--- config.mk ---
export PLATFORM = sky130hd
export DESIGN_NAME = npu_instr_queue
export DESIGN_NICKNAME = d
export VERILOG_FILES = /design/src/rtl/npu_pkg.sv /design/src/rtl/npu_instr_fifo.sv /design/src/rtl/npu_instr_queue.sv
export SDC_FILE = /design/constraint.sdc
export NUM_CORES = 1
export LEC_CHECK = 0
export BUFFER_PORTS_ARGS = -buffer_cell sky130_fd_sc_hd__buf_2
export CAP_MARGIN = 20
export CORE_ASPECT_RATIO = 0.6
export CORE_MARGIN = 4
export CORE_UTILIZATION = 45
export CTS_BUF_LIST = sky130_fd_sc_hd__clkbuf_4 sky130_fd_sc_hd__clkbuf_8
export DETAILED_ROUTE_END_ITERATION = 7
export GPL_ROUTABILITY_DRIVEN = 0
export PLACE_DENSITY = 0.68
export SKIP_CTS_REPAIR_TIMING = 1
export SLEW_MARGIN = 20
export SYNTH_ARGS = -nofsm -noshare
export SYNTH_HDL_FRONTEND = slang
export SYNTH_SLANG_ARGS = --single-unit
--- constraint.sdc ---
create_clock -name clk -period 3.35 [get_ports clk]
set_clock_uncertainty 0.1 [all_clocks]
set_input_delay 0.8375 -clock clk [delete_from_list [all_inputs] [get_ports clk]]
set_output_delay 0.8375 -clock clk [all_outputs]
set_load 0.1 [all_outputs]
--- src/rtl/npu_pkg.sv ---
`default_nettype none
// ============================================================================
// Module      : npu_pkg
// Description : Shared opcode constants and issue-FSM state encoding for the
//               NPU instruction queue.
// Revision    : 1.0 - initial release
// ============================================================================
package npu_pkg;

    localparam logic [7:0] c_nop_op = 8'h00;
    localparam logic [7:0] c_end_op = 8'hFF;

    typedef enum logic [1:0] {
        ST_IDLE  = 2'b00,
        ST_RUN   = 2'b01,
        ST_PAUSE = 2'b10
    } npu_state_e;

endpackage
`default_nettype wire

--- src/rtl/npu_instr_fifo.sv ---
`default_nettype none
// ============================================================================
// Module      : npu_instr_fifo
// Description : Synchronous FIFO with flush and occupancy output.
//               Pointers carry one extra wrap bit to separate full from empty.
// Revision    : 1.0 - initial release
// ============================================================================
module npu_instr_fifo #(
    parameter int WIDTH = 16,
    parameter int DEPTH = 8
) (
    input  logic                     clk,
    input  logic                     rst,
    input  logic                     i_push,
    input  logic                     i_pop,
    input  logic                     i_flush,
    input  logic [WIDTH-1:0]         i_wr_data,
    output logic [WIDTH-1:0]         o_rd_data,
    output logic                     o_full,
    output logic                     o_empty,
    output logic [$clog2(DEPTH):0]   o_level
);

    localparam int c_aw = $clog2(DEPTH);
    localparam logic [c_aw:0] c_ptr_one = {{c_aw{1'b0}}, 1'b1};

    logic [WIDTH-1:0] r_mem [DEPTH];
    logic [c_aw:0]    r_wr_ptr;
    logic [c_aw:0]    r_rd_ptr;
    logic             w_push;
    logic             w_pop;

    assign o_empty   = (r_wr_ptr == r_rd_ptr);
    assign o_full    = (r_wr_ptr[c_aw] != r_rd_ptr[c_aw]) &&
                       (r_wr_ptr[c_aw-1:0] == r_rd_ptr[c_aw-1:0]);
    assign o_level   = r_wr_ptr - r_rd_ptr;
    assign o_rd_data = r_mem[r_rd_ptr[c_aw-1:0]];

    // A full FIFO refuses pushes even when a pop frees a slot on the same edge.
    assign w_push = i_push && !o_full && !i_flush;
    assign w_pop  = i_pop && !o_empty && !i_flush;

    always_ff @(posedge clk or posedge rst) begin
        if (rst) begin
            r_wr_ptr <= '0;
            r_rd_ptr <= '0;
        end else if (i_flush) begin
            r_wr_ptr <= '0;
            r_rd_ptr <= '0;
        end else begin
            if (w_push) r_wr_ptr <= r_wr_ptr + c_ptr_one;
            if (w_pop)  r_rd_ptr <= r_rd_ptr + c_ptr_one;
        end
    end

    always_ff @(posedge clk) begin
        if (w_push) r_mem[r_wr_ptr[c_aw-1:0]] <= i_wr_data;
    end

endmodule
`default_nettype wire

--- src/rtl/npu_instr_queue.sv ---
`default_nettype none
// ============================================================================
// Module      : npu_instr_queue
// Description : Instruction queue feeding npu_scheduler; issues each entry
//               (repeat+1) times under an IDLE/RUN/PAUSE control FSM.
// Revision    : 1.0 - initial release
// ============================================================================
module npu_instr_queue
    import npu_pkg::*;
#(
    parameter int W_IN  = 8,
    parameter int DEPTH = 8,
    parameter int CNT_W = 8
) (
    input  logic                     clk,
    input  logic                     rst_n,
    input  logic                     in_valid,
    output logic                     in_ready,
    input  logic [W_IN-1:0]          in_instr,
    input  logic [CNT_W-1:0]         in_repeat,
    input  logic                     start,
    input  logic                     halt,
    input  logic                     flush,
    output logic [W_IN-1:0]          instr,
    output logic                     instr_valid,
    output logic                     busy,
    output logic                     done,
    output logic [$clog2(DEPTH):0]   level
);

    localparam int              c_ent_w   = W_IN + CNT_W;
    localparam logic [W_IN-1:0] c_nop     = W_IN'(c_nop_op);
    localparam logic [W_IN-1:0] c_end     = W_IN'(c_end_op);
    localparam logic [CNT_W-1:0] c_rpt_one = {{(CNT_W-1){1'b0}}, 1'b1};

    npu_state_e         r_state;
    logic [W_IN-1:0]    r_cur;
    logic [W_IN-1:0]    r_instr;
    logic [CNT_W-1:0]   r_rpt_left;
    logic               r_instr_valid;
    logic               r_done;

    logic               w_full;
    logic               w_empty;
    logic [c_ent_w-1:0] w_head;
    logic [W_IN-1:0]    w_head_instr;
    logic [CNT_W-1:0]   w_head_rpt;
    logic               w_push;
    logic               w_pop;
    logic               w_issue_slot;

    assign w_head_instr = w_head[c_ent_w-1:CNT_W];
    assign w_head_rpt   = w_head[CNT_W-1:0];

    assign w_issue_slot = (r_state == ST_RUN) && !halt && !flush;
    assign w_pop        = w_issue_slot && (r_rpt_left == '0) && !w_empty;
    assign w_push       = in_valid && !w_full && !flush;

    npu_instr_fifo #(
        .WIDTH (c_ent_w),
        .DEPTH (DEPTH)
    ) u_fifo (
        .clk       (clk),
        .rst       (rst_n),
        .i_push    (w_push),
        .i_pop     (w_pop),
        .i_flush   (flush),
        .i_wr_data ({in_instr, in_repeat}),
        .o_rd_data (w_head),
        .o_full    (w_full),
        .o_empty   (w_empty),
        .o_level   (level)
    );

    always_ff @(posedge clk or posedge rst_n) begin
        if (rst_n) begin
            r_state       <= ST_IDLE;
            r_cur         <= c_nop;
            r_instr       <= c_nop;
            r_instr_valid <= 1'b0;
            r_done        <= 1'b0;
            r_rpt_left    <= '0;
        end else if (flush) begin
            r_state       <= ST_IDLE;
            r_instr       <= c_nop;
            r_instr_valid <= 1'b0;
            r_done        <= 1'b0;
            r_rpt_left    <= '0;
        end else begin
            r_instr       <= c_nop;
            r_instr_valid <= 1'b0;
            r_done        <= 1'b0;
            case (r_state)
                ST_IDLE: begin
                    if (start && !halt) r_state <= ST_RUN;
                end
                ST_RUN: begin
                    if (halt) begin
                        r_state <= ST_PAUSE;
                    end else if (r_rpt_left != '0) begin
                        r_instr       <= r_cur;
                        r_instr_valid <= 1'b1;
                        r_rpt_left    <= r_rpt_left - c_rpt_one;
                    end else if (!w_empty) begin
                        r_instr       <= w_head_instr;
                        r_instr_valid <= 1'b1;
                        // END issues once regardless of its repeat field and stops the queue.
                        if (w_head_instr == c_end) begin
                            r_done  <= 1'b1;
                            r_state <= ST_IDLE;
                        end else begin
                            r_cur      <= w_head_instr;
                            r_rpt_left <= w_head_rpt;
                        end
                    end
                end
                ST_PAUSE: begin
                    if (start && !halt) r_state <= ST_RUN;
                end
                default: r_state <= ST_IDLE;
            endcase
        end
    end

    assign in_ready    = !w_full;
    assign instr       = r_instr;
    assign instr_valid = r_instr_valid;
    assign done        = r_done;
    assign busy        = (r_state != ST_IDLE);

endmodule
`default_nettype wire

==> flow_metrics.py, run 1 <==
metrics = {
    "worst_setup_path": {
        "r2r-end": "r_cur[4]",
        "slowest_stage": "dfrtp_4",
        "worst_setup_path_start_kind": "flip-flop",
        "rr_worst_depth": 7,
        "cp.arrival_ns": 2.32,
        "r2r_start": "r_rpt_left[0]",
        "path_cells": "ha_1, fa_1, xnor2_2, buf_12",
        "endpoint_kind": "output port",
        "max_stage_delay_ns": 0.63,
        "r2r_slack_ns": 0.46,
        "cp_num_buf_inv": 1,
        "critical_path_class": "flip-flop to output port",
        "critPathRequiredTime_ns": 2.41,
        "path_delay_family": "adder cells",
        "cp_max_fo": 18,
    },
    "floorplan": {
        "coreArea_um2": 14600,
        "fp-row-count": 34,
        "die_area_um2": 17200,
        "num_io_pins": 38,
        "die_w_um": 167,
        "die_y_um": 103,
        "start_util_pct": 46.5,
    },
    "synthesis": {
        "synth-edff-count": 128,
        "synthDistinctLibCells": 53,
        "yosys.area.top_type": "edfxtp_1",
        "ys.flop_type": "edfxtp_1",
        "yosysWarnings": 0,
        "syn-cell-area_um2": 6810,
        "synth-async-reset-ratio_pct": 22.0,
        "ys_seq_elements": 164,
        "avgSynthCellArea_um2": 16.6,
        "yosys-top-cells-area": "edfxtp_1 56%, dfrtp_1 13%, mux4_2 6.0%",
        "syn_inst": 410,
        "synth.top_cell.area_share_pct": 56.5,
        "syn_nets": 439,
        "yosysSeqAreaShare_pct": 69.7,
    },
    "detailed_routing": {
        "ant_nets": 0,
        "wl_mm": 13.7,
        "dr.pass1.iters": 5,
        "routed_via_density": 5.51,
        "drc": 0,
        "drtIter0Drc": 333,
        "vias": 3785,
        "routedWlPerCell_um": 19.9,
    },
    "placed_design": {
        "dp_hpwl_mm": 9.21,
        "placed_cell_area_um2": 7420,
        "io_buffer_count": 37,
        "pre_cts_slack_ns": 0.414,
    },
    "timing": {
        "rsz0062_at_grt": "false",
        "worst_pin_slew_ns": 0.644,
        "fin_ws_ns": 0.0955,
        "finalSetupViolCount": 0,
        "hold_violations": 0,
        "relSlewSlack_pct": 57.1,
        "finalMaxSlewViolations": 0,
        "fin_crit_sh_pct": 97.1,
        "min_period_ns": 3.25,
        "fin_setup_tns_ns": 0,
        "fmax_ghz": 0.307,
    },
    "global_routing": {
        "gr-total-overflow": 0,
        "grt_usage_pct": 17.0,
        "grt_pass1_vias": 3734,
        "grt_max_degree": 37,
        "grt_antenna_before_repair": 2,
        "grt_pass1_wl_mm": 21.9,
    },
    "power": {
        "leakage_nw": 2.87,
        "vdd_drop_max_mv": 0.313,
        "p_per_area_nw_per_um2": 531,
    },
    "clock_network": {
        "clk_latency_ns": 0.44,
        "htreeDepth": 4,
        "cts-root-buf": "clkbuf_8",
        "path_clk_slew_ns": 0.09,
        "clock_sinks": 164,
        "clockBufferDepth": 2,
        "numCtsBuffers": 17,
        "cts_tree": "yes",
    },
    "cells_and_area": {
        "register_area_um2": 4750,
        "area_delta_synth_final_pct": 15.4,
        "final_common_cell": "edfxtp_1",
        "drive_gt1_share_pct": 25.8,
        "final_cell_mix": "128 x edfxtp_1, 35 x dfrtp_1, 34 x nor2_1",
        "fillers": 1174,
        "nNetsFinal": 505,
        "multi_input_area_um2": 1930,
        "final_cell_area_um2": 7860,
        "antennaDiodeCount": 0,
    },
    "flow_run": {
        "maxCapViolCount": 0,
    },
    "run_status": {
        "status": "completed",
    },
    "worst_hold_path": {
        "hp-class": "primary input to asynchronous set/reset pin",
    },
}
==> cell type report <==
cell class	count	area share, %
sequential	164	60.4
multi-input combinational	215	24.5
timing repair buffer	61	5.58
tap	198	3.15
clock buffer	18	3.07
clock inverter	14	2.39
inverter	17	0.812
==> where the power goes <==
group | internal (mW) | switching (mW) | leakage (nW) | total (mW)
sequential | 2.26 | 0.0355 | 1.63 | 2.29
clock | 0.770 | 0.761 | 0.215 | 1.53
combinational | 0.119 | 0.224 | 1.01 | 0.343
==> sequential cells by signal, summed over array words and instances (netlist names) <==
signal,flops
u_fifo.r_wr_ptr,4
done,1
r_state,2
u_fifo.r_rd_ptr,4
r_rpt_left,8
u_fifo.r_mem,128
r_cur,8
instr_valid,1
instr,8
==> how the worst max path moves through the flow <==
stage | from | end | slack, ns | cells past startpoint
after global placement | flush | r_cur[2] | 0.52 | 6
final | u_fifo.r_rd_ptr[0] | level[2] | 0.1 | 4
after CTS | u_fifo.r_rd_ptr[0] | level[2] | 0.009 | 4
after global routing | u_fifo.r_rd_ptr[0] | level[2] | 0.01 | 4
after floorplan | u_fifo.r_rd_ptr[2] | u_fifo.r_mem[7][0] | 0.18 | 9
after detailed placement | flush | r_cur[7] | 0.41 | 6
==> per-layer routing <==
layer	routed length, µm	track usage (%)
met5	26	0
met2	5970	24.8
met3	1140	6.84
met4	68	3.96
met1	6480	24.4
==> worst reg2reg max path: stages (launching register included) <==
cell	delay, ns
dfrtp_1	0.40
inv_1	0.11
ha_1	0.18
nor4b_2	0.38
nand2_1	0.28
or3_1	0.55
a21oi_2	0.56
mux2i_1	0.26
==> cells in the mapped netlist (3+ instances only) <==
library cell    n
mux2i_1        22
nand3_1         6
a211oi_1        3
buf_2           4
or3_1           9
a21o_1          3
nand2_1        32
dfrtp_1        36
edfxtp_1      128
clkbuf_1        3
nor3_1          4
a21oi_1        13
ha_1            6
xnor2_1         7
o21ai_0        12
inv_1          15
nor2_1         34
mux4_1         11
mux4_2         18
==> through the flow <==
step                      std cells  hold WS, ns  power (mW)  utilization [%]
after floorplan                 410        0.350        2.56                -
after global placement          655        0.381        2.67             50.7
after detailed placement        655        0.382        2.68             50.7
after CTS                       687        0.368        4.20             53.7
after global routing            687        0.440        4.34             53.7
final                           687        0.382        4.17             53.7
==> logic make-up (layout without fill, tap and decap cells) <==
kind of cell,Yosys count,in the layout,synth area share [%]
AO/OA/AOI/OAI,47,47,4.48
buffers and inverters,31,110,2.35
adder cells (fa/ha/maj),7,7,1.40
multiplexers,52,52,13.6
XOR/XNOR,9,9,1.16
flip-flops,164,164,69.7
AND/OR/NAND/NOR,100,100,7.28
Note: power is estimated with default switching activity, not from simulation.
==> run 2: changes to the inputs <==
CAP_MARGIN = 15   (was 20)
PLACE_DENSITY = 0.66   (was 0.68)
SYNTH_HIERARCHICAL = 1   (was default)
clock period = 3.37 ns   (was 3.35 ns; I/O delays follow)
==> run 2 against run 1 <==
Hold slack worse by 0.12 ns; final area up 1.6%; setup slack improved by 0.095 ns; synthesized cell count is 8.5% higher; sequential power fell by 3%; non-clock buffer count is 9 lower; sequential share of layout area fell by 0.99 points; register-to-register slack lost 0.06 ns.
==> flow_metrics.py, run 2 <==
metrics = {
    "synthesis": {
        "synth-edff-count": 128,
        "yosysWarnings": 6,
        "avgSynthCellArea_um2": 15.7,
        "ys.flop_type": "edfxtp_1",
        "ys_top_cells_by_count": "128 x edfxtp_1, 71 x nand2_1, 36 x dfrtp_1, 32 x mux4_2, 24 x nor2_1",
        "yosys.area.top_type": "edfxtp_1",
        "syn_nets": 474,
        "yosysSeqAreaShare_pct": 68.1,
        "syn-cell-area_um2": 6970,
        "syn_inst": 445,
        "ys_seq_elements": 164,
        "synth.top_cell.area_share_pct": 55.1,
        "synth.most_common_cell": "edfxtp_1",
        "synthDistinctLibCells": 58,
        "synth-async-reset-ratio_pct": 22.0,
        "yosys-top-cells-area": "edfxtp_1 55%, dfrtp_1 13%, mux4_2 10%",
    },
    "worst_setup_path": {
        "critical_path_class": "flip-flop to output port",
        "cp_num_buf_inv": 2,
        "path_delay_family": "flip-flops",
        "path_cells": "ha_1, nand3_2, nor2_1, clkinvlp_4, buf_2",
        "cp_max_fo": 8,
        "critPathRequiredTime_ns": 2.43,
        "endpoint_kind": "output port",
        "worst_setup_path_start_kind": "flip-flop",
        "max_stage_delay_ns": 0.52,
        "slowest_stage": "dfrtp_1",
        "cp.arrival_ns": 2.24,
    },
    "global_routing": {
        "grt_pass1_vias": 3991,
        "grt_pass1_wl_mm": 22.9,
        "grt_antenna_before_repair": 1,
        "gr-total-overflow": 0,
        "grt_max_degree": 37,
        "grt_usage_pct": 17.1,
    },
    "detailed_routing": {
        "routed_via_density": 5.54,
        "ant_nets": 0,
        "vias": 3930,
        "wl_met1_mm": 6.92,
        "dr.pass1.iters": 5,
        "wl_mm": 14.3,
        "top_layer": "met5",
        "wl_met2_mm": 6.21,
        "drtIter0Drc": 289,
        "wl_met3_mm": 1.02,
        "routedWlPerCell_um": 20.2,
        "drc": 0,
    },
    "cells_and_area": {
        "largest_reg_flops": 128,
        "final_cells": 710,
        "drive_gt1_share_pct": 30.9,
        "fillers": 1192,
        "final_common_cell": "edfxtp_1",
        "final_cell_mix": "128 x edfxtp_1, 71 x nand2_1, 34 x dfrtp_1, 34 x buf_2, 32 x mux4_2",
        "area_delta_synth_final_pct": 14.5,
        "antennaDiodeCount": 0,
        "nNetsFinal": 528,
    },
    "timing": {
        "min_period_ns": 3.18,
        "relSlewSlack_pct": 55.2,
        "finalMaxSlewViolations": 0,
        "finalSetupViolCount": 0,
        "rsz0062_at_grt": "false",
        "hold_violations": 0,
        "fin_crit_sh_pct": 94.4,
        "fmax_ghz": 0.314,
        "whs_ns": 0.261,
        "worst_pin_slew_ns": 0.668,
    },
    "floorplan": {
        "start_util_pct": 47.1,
        "die_w_um": 169,
        "die_y_um": 104,
        "die_area_um2": 17600,
        "fp-row-count": 34,
        "coreArea_um2": 14800,
        "num_io_pins": 38,
    },
    "placed_design": {
        "dp_hpwl_mm": 9.66,
        "io_buffer_count": 37,
        "placedCellCount": 678,
    },
    "power": {
        "vdd_drop_max_mv": 0.270,
        "p_per_area_nw_per_um2": 493,
        "leakage_nw": 2.96,
    },
    "flow_run": {
        "maxCapViolCount": 0,
    },
    "clock_network": {
        "cts_tree": "yes",
        "clock_sinks": 164,
        "cts-root-buf": "clkbuf_8",
        "clockBufferDepth": 2,
        "htreeDepth": 4,
        "numCtsBuffers": 17,
        "path_clk_slew_ns": 0.09,
        "clk_latency_ns": 0.44,
    },
    "run_status": {
        "status": "completed",
    },
    "worst_hold_path": {
        "hp-class": "primary input to asynchronous set/reset pin",
    },
}
-- run 2: cell families after synthesis --
group | count (synthesis) | synth area share (%)
adder cells (fa/ha/maj) | 7 | 1.36
XOR/XNOR | 10 | 1.36
AND/OR/NAND/NOR | 135 | 9.93
buffers and inverters | 37 | 2.53
AO/OA/AOI/OAI | 49 | 4.72
flip-flops | 164 | 68.1
multiplexers | 43 | 12.0
-- run 2: final timing paths --
kind | from | endpoint | cells after the start | slack, ns
min in group clk | r_cur[6] | r_cur[6] | 1 | 0.41
setup / recovery | u_fifo/r_wr_ptr[2] | in_ready | 5 | 0.19
hold / removal | rst_n | u_fifo/r_rd_ptr[2] | 2 | 0.26
hold reg to reg | r_cur[6] | r_cur[6] | 1 | 0.41
max in group asynchronous | rst_n | r_cur[4] | 3 | 2.52
setup reg to reg | u_fifo/r_wr_ptr[2] | u_fifo/r_rd_ptr[1] | 9 | 0.40
-- run 2: cell type report --
class | instances | area [µm²] | area share (%)
multi-input combinational | 244 | 2130 | 26.7
timing repair buffer | 52 | 368 | 4.61
clock inverter | 10 | 133 | 1.66
tap | 198 | 248 | 3.10
inverter | 20 | 78.8 | 0.987
clock buffer | 22 | 278 | 3.48
sequential | 164 | 4750 | 59.5
-- run 2: metal layers --
metal,track usage [%],vias up
li1,-,1784
met4,4.86,2
met1,25.7,2004
met3,5.05,17
met2,24.1,123
met5,0,-
-- run 2: stage by stage --
step                      setup WS [ns]  power (mW)  util, %  cell area [µm²]  TNS, ns
after global routing             0.0673        4.09     53.9             7980        0
after CTS                         0.126        3.97     53.9             7980        0
after detailed placement          0.366        2.52     51.1             7570        0
after floorplan                 -0.0142        2.43        -             7070   -0.227
after global placement            0.482        2.51     51.1             7570        0
final                             0.190        3.94     53.9             7980        0
-- run 2: power by group --
part | switching, mW | internal (mW) | total, mW
clock | 0.683 | 0.782 | 1.47
combinational | 0.160 | 0.0776 | 0.238
sequential | 0.0197 | 2.21 | 2.23
